<file path="src/rtl/clk_div_pkg.sv">
//------------------------------------------------------------------------------
// clk_div_pkg : shared defaults and half-period helper for the divider bank
// Revision    : 1.0
//------------------------------------------------------------------------------
`default_nettype none

package clk_div_pkg;

  localparam int unsigned c_def_w   = 26;
  localparam int unsigned c_def_div = 33868800;

  // High phase length: ceil(div/2), so odd divisors spend the extra cycle high.
  function automatic logic [31:0] hi_of(input logic [31:0] div);
    return div - (div >> 1);
  endfunction

endpackage

`default_nettype wire

</file>
<file path="src/rtl/clk_div_chan.sv">
//------------------------------------------------------------------------------
// clk_div_chan : one divider channel with shadowed divisor and period tick
// Revision     : 1.0
//------------------------------------------------------------------------------
`default_nettype none

module clk_div_chan
  import clk_div_pkg::*;
#(
  parameter int unsigned W       = c_def_w,
  parameter int unsigned DEF_DIV = c_def_div
) (
  input  logic         clk,
  input  logic         rst,
  input  logic         en_i,
  input  logic         wr_i,
  input  logic [W-1:0] wdiv_i,
  input  logic         sync_i,
  output logic         pend_o,
  output logic         clk_out_o,
  output logic         tick_o
);

  logic [W-1:0] cnt_q, cnt_d;
  logic [W-1:0] div_q, div_d;
  logic [W-1:0] shadow_q, shadow_d;
  logic         pend_q, pend_d;
  logic         clk_out_q, clk_out_d;
  logic         tick_q, tick_d;
  logic [W-1:0] hi;
  logic         wrap;
  logic         stop;

  always_comb begin
    hi        = W'(hi_of(32'(div_q)));
    wrap      = (cnt_q == div_q - W'(1));
    stop      = sync_i || !en_i;
    cnt_d     = (stop || wrap) ? '0 : cnt_q + W'(1);
    clk_out_d = !stop && (cnt_q < hi);
    tick_d    = !stop && (cnt_q == '0);
    div_d     = div_q;
    shadow_d  = shadow_q;
    pend_d    = pend_q;
    // Apply reads the old shadow first, so a same-cycle write stays pending.
    if (pend_q && (stop || wrap)) begin
      div_d  = shadow_q;
      pend_d = 1'b0;
    end
    if (wr_i) begin
      shadow_d = wdiv_i;
      pend_d   = 1'b1;
    end
  end

  always_ff @(posedge clk or posedge rst) begin
    if (rst) begin
      cnt_q     <= '0;
      div_q     <= W'(DEF_DIV);
      shadow_q  <= W'(DEF_DIV);
      pend_q    <= 1'b0;
      clk_out_q <= 1'b0;
      tick_q    <= 1'b0;
    end else begin
      cnt_q     <= cnt_d;
      div_q     <= div_d;
      shadow_q  <= shadow_d;
      pend_q    <= pend_d;
      clk_out_q <= clk_out_d;
      tick_q    <= tick_d;
    end
  end

  assign pend_o    = pend_q;
  assign clk_out_o = clk_out_q;
  assign tick_o    = tick_q;

endmodule

`default_nettype wire

</file>
<file path="src/rtl/clk_div_bank.sv">
//------------------------------------------------------------------------------
// clk_div_bank : NCH-channel run-time programmable integer clock divider bank
// Revision     : 1.0
//------------------------------------------------------------------------------
`default_nettype none

module clk_div_bank
  import clk_div_pkg::*;
#(
  parameter int unsigned NCH     = 4,
  parameter int unsigned W       = c_def_w,
  parameter int unsigned DEF_DIV = c_def_div,
  localparam int unsigned CHW    = (NCH > 1) ? $clog2(NCH) : 1
) (
  input  logic           clk,
  input  logic           rst,
  input  logic [NCH-1:0] en,
  input  logic           cfg_wr,
  input  logic [CHW-1:0] cfg_ch,
  input  logic [W-1:0]   cfg_div,
  input  logic           sync_all,
  output logic           cfg_err,
  output logic [NCH-1:0] pend,
  output logic [NCH-1:0] clk_out,
  output logic [NCH-1:0] tick
);

  logic cfg_ok;
  logic cfg_err_q;

  assign cfg_ok = (cfg_div != '0) && (32'(cfg_ch) < NCH);

  always_ff @(posedge clk or posedge rst) begin
    if (rst) begin
      cfg_err_q <= 1'b0;
    end else begin
      cfg_err_q <= cfg_wr && !cfg_ok;
    end
  end

  assign cfg_err = cfg_err_q;

  for (genvar i = 0; i < NCH; i++) begin : g_chan
    clk_div_chan #(
      .W       (W),
      .DEF_DIV (DEF_DIV)
    ) u_chan (
      .clk       (clk),
      .rst       (rst),
      .en_i      (en[i]),
      .wr_i      (cfg_wr && cfg_ok && (32'(cfg_ch) == i)),
      .wdiv_i    (cfg_div),
      .sync_i    (sync_all),
      .pend_o    (pend[i]),
      .clk_out_o (clk_out[i]),
      .tick_o    (tick[i])
    );
  end

endmodule

`default_nettype wire
</file>
<file path="config.mk">
export PLATFORM = sky130hd
export DESIGN_NAME = clk_div_bank
export DESIGN_NICKNAME = d
export VERILOG_FILES = /design/src/rtl/clk_div_pkg.sv /design/src/rtl/clk_div_chan.sv /design/src/rtl/clk_div_bank.sv
export SDC_FILE = /design/constraint.sdc
export NUM_CORES = 1
export LEC_CHECK = 0
export ABC_AREA = 1
export CAP_MARGIN = 30
export CORE_ASPECT_RATIO = 0.7
export CORE_MARGIN = 10
export CORE_UTILIZATION = 55
export DETAILED_ROUTE_END_ITERATION = 8
export PLACE_DENSITY_LB_ADDON = 0.15
export SLEW_MARGIN = 30
export SYNTH_ARGS = -nofsm -noshare
export SYNTH_HDL_FRONTEND = slang
export SYNTH_SLANG_ARGS = --single-unit
export TNS_END_PERCENT = 10
</file>
<file path="constraint.sdc">
create_clock -name clk -period 23.4 [get_ports clk]
set_clock_uncertainty 0.05 [all_clocks]
set_input_delay 3.51 -clock clk [delete_from_list [all_inputs] [get_ports clk]]
set_output_delay 3.51 -clock clk [all_outputs]
set_load 0.1 [all_outputs]
</file>
==> summary.txt <==
Crit-path slowest cell - clkdlybuf4s50_1
Top Family by Delay on Critical Path - buffers and inverters
Synth Area in Adders - 0.149
Root Driver - clkbuf_16
Unique cell type count in the Yosys netlist - 54
Pleak - 0.0146 uW
Utilization after layout - 0.600
Post-Syn Instances - 3803
Routed wire length per instance - 16.9 microns
Post-CTS Setup Bufs - 0
Layout Nets - 4180
CORE AREA - 0.0493 sq mm
Worst min-delay path class - register to register
Final Hold Viols - 0
Commonest non-fill, non-tap cell in the layout - nand2_1
Row cnt - 68
RSZ-0062 raised after global routing - no
Worst setup EP type - primary output
Multiplexer area fraction after synthesis - 0
Post-synthesis area per instance - 7.20 sq um
Max-slew violations - 0
CP peak stage delay - 1.25 ns
Synth-to-layout area growth - 7.86%
Synth Register Bits - 325
Sequential area share after synthesis - 0.299
Max Cap Viol - 0
Via count - 24.5k
Crit path time final - 6.12 ns
Critical path class - register to primary output
Period utilization - 0.262
Relative slew slack - 0.329
Total iterations of the first detailed-routing run - 6
Slew @ Worst Pin - 1.00 ns
Die height - 207 microns
Drt drc - 0
Fill count - 4697
Via/cell ratio - 5.44
WP data required - 19.84 ns
Share of cells above drive strength 1 - 0.0484
CTS hold repair buffers - 0
Port bufs - 48
# clock sinks - 325
Overall Global Routing Usage - 0.256
Initial Util - 0.556
Worst-path fanout max - 29
Number of synthesized flops with an enable pin - 0
First-pass GRT wire length - 122000 microns
WP data arrival - 2.56 ns
Full die area - 0.0592 sq mm
Startpoint Class - register
Yosys Warn Count - 0
Clock buffer count from CTS - 36
Primary FF master, synth - dfrtp_1
Outcome - finished clean
Post-Synth XOR/XNOR Area - 0.0768
Dominant combinational cell family by area after synthesis - simple AND/OR/NAND/NOR gates
RePlAce Congestion - 0.962
H-Tree Depth - 2
Synth Area in Simple Gates - 0.292
Resized cells post-CTS - 0
Peak Freq - 163 MHz
Vias in the first global route - 22.5k
Detail Route Antenna Nets - 0
DRT iter0 DRCs - 2086
Detailed Place HPWL - 59800 microns
CTS tree - done
Syn_nets - 4163
Setup tns final - 0 ns
Cell area after synthesis - 0.0274 sq mm
ANT cells - 0
Die W - 287 microns
Critical path cell sequence - clkdlybuf4s50_1
Asr flop ratio synth - 1.00
Final setup vio count - 0
Sum of buffers and inverters on the critical path - 1
Largest net degree at the start of global routing - 133
Io pins - 49
Most frequent cells in the layout - 896 x nand2_1, 493 x inv_1, 406 x nor2_1, 320 x ha_1, 296 x nand3_1
Routed WL - 76100 microns
Grt ovf - 0
Clk slew on worst S/H paths - 0.06 ns
Clock Latency Late Sink - 0.58 ns
Initial antenna violation count - 1
Complex-gate fraction of the synthesized area - 0.0964
Max VDD drop - 0.0000569 V
Buffer levels on the longest clock path - 3
PwrDens - 101 mW/mm^2
-- cell type report --
| type | count | area, sq um | area share |
|---|---|---|---|
| Clock buffer | 49 | 990 | 0.0335 |
| Clock inverter | 15 | 179 | 0.00606 |
| Inverter | 499 | 1890 | 0.0638 |
| Multi-Input combinational cell | 2895 | 16800 | 0.570 |
| Sequential cell | 325 | 8190 | 0.277 |
| Tap cell | 665 | 832 | 0.0282 |
| Timing Repair Buffer | 63 | 629 | 0.0213 |
-- cell families (layout without fill, tap and decap cells) --
| logic type | after synthesis | count (layout) |
|---|---|---|
| DFF | 325 | 325 |
| and+or+nand+nor | 1849 | 1849 |
| adders and majority gates | 324 | 324 |
| buffers and inverters | 583 | 626 |
| AOI/OAI and AO/OA | 482 | 482 |
| xor gates and xnor gates | 240 | 240 |
-- cells in the mapped netlist, types with 14 or more instances --
cell      instances  share of area
ha_1            320           0.15
a31oi_1          14         0.0032
o21ai_0         196          0.036
nand3_1         297          0.054
a21oi_1         192          0.035
nand2_1         896           0.12
nor2_1          406          0.056
nand4_1          58          0.013
nor4_1           46          0.011
xor2_1          179          0.057
xnor2_1          61          0.020
nor3_1           68          0.012
dfrtp_1         277           0.25
clkbuf_1         34         0.0047
o211ai_1         17         0.0047
inv_1           494          0.068
buf_4            23         0.0063
dfstp_2          48          0.046
-- worst paths after layout --
path,from,to,slack [ns],cells after the start
max in group asynchronous,rst,g_chan[0].u_chan.div_q[25]$_DFFE_PP1P_,18.02,5
hold / removal,g_chan[2].u_chan.shadow_q[10]$_DFFE_PP1P_,g_chan[2].u_chan.div_q[10]$_DFFE_PP1P_,0.44,2
setup reg to reg,g_chan[3].u_chan.div_q[0]$_DFFE_PP0P_,g_chan[3].u_chan.clk_out_o$_DFF_PP0_,19.56,18
setup / recovery,g_chan[0].u_chan.pend_o$_DFFE_PP0P_,pend[0],17.28,1
min in group asynchronous,rst,g_chan[1].u_chan.shadow_q[3]$_DFFE_PP0P_,3.39,2
hold reg to reg,g_chan[2].u_chan.shadow_q[10]$_DFFE_PP1P_,g_chan[2].u_chan.div_q[10]$_DFFE_PP1P_,0.44,2
-- state kept, by name, summed over array words and instances, names as in the netlist --
name and count:
g_chan.u_chan.cnt_q 104, g_chan.u_chan.div_q 104, cfg_err 1, g_chan.u_chan.shadow_q 104
g_chan.u_chan.clk_out_o 4, g_chan.u_chan.pend_o 4, g_chan.u_chan.tick_o 4
-- power by group --
group / switching (uW) / leakage, uW / total, uW / internal, uW
sequential: 101 / 0.00415 / 749 / 649
combinational: 1060 / 0.00988 / 1640 / 584
clock: 249 / 0.000574 / 581 / 332
-- routing by layer --
metal / track usage / routed length, microns / vias up
met5: 0.00403 / 0 / -
met4: 0.0598 / 1510 / 0
met3: 0.0589 / 6850 / 88
met2: 0.349 / 29200 / 759
met1: 0.396 / 38600 / 11280
li1: - / - / 12399
-- metrics by stage --
stage                     worst slack (ns)  power, uW  hold WS [ns]  cell area [sq um]  instances
after CTS                            16.93       2960         0.436              29500       4509
final                                17.28       2980         0.435              29500       4511
after floorplan                      10.92       1960         0.402              27400       3803
after global placement               16.75       2350         0.418              28300       4445
after global routing                 17.22       3250         0.452              29500       4511
after detailed placement             16.74       2360         0.423              28300       4445
No activity file was read; power rests on OpenSTA's default activity.
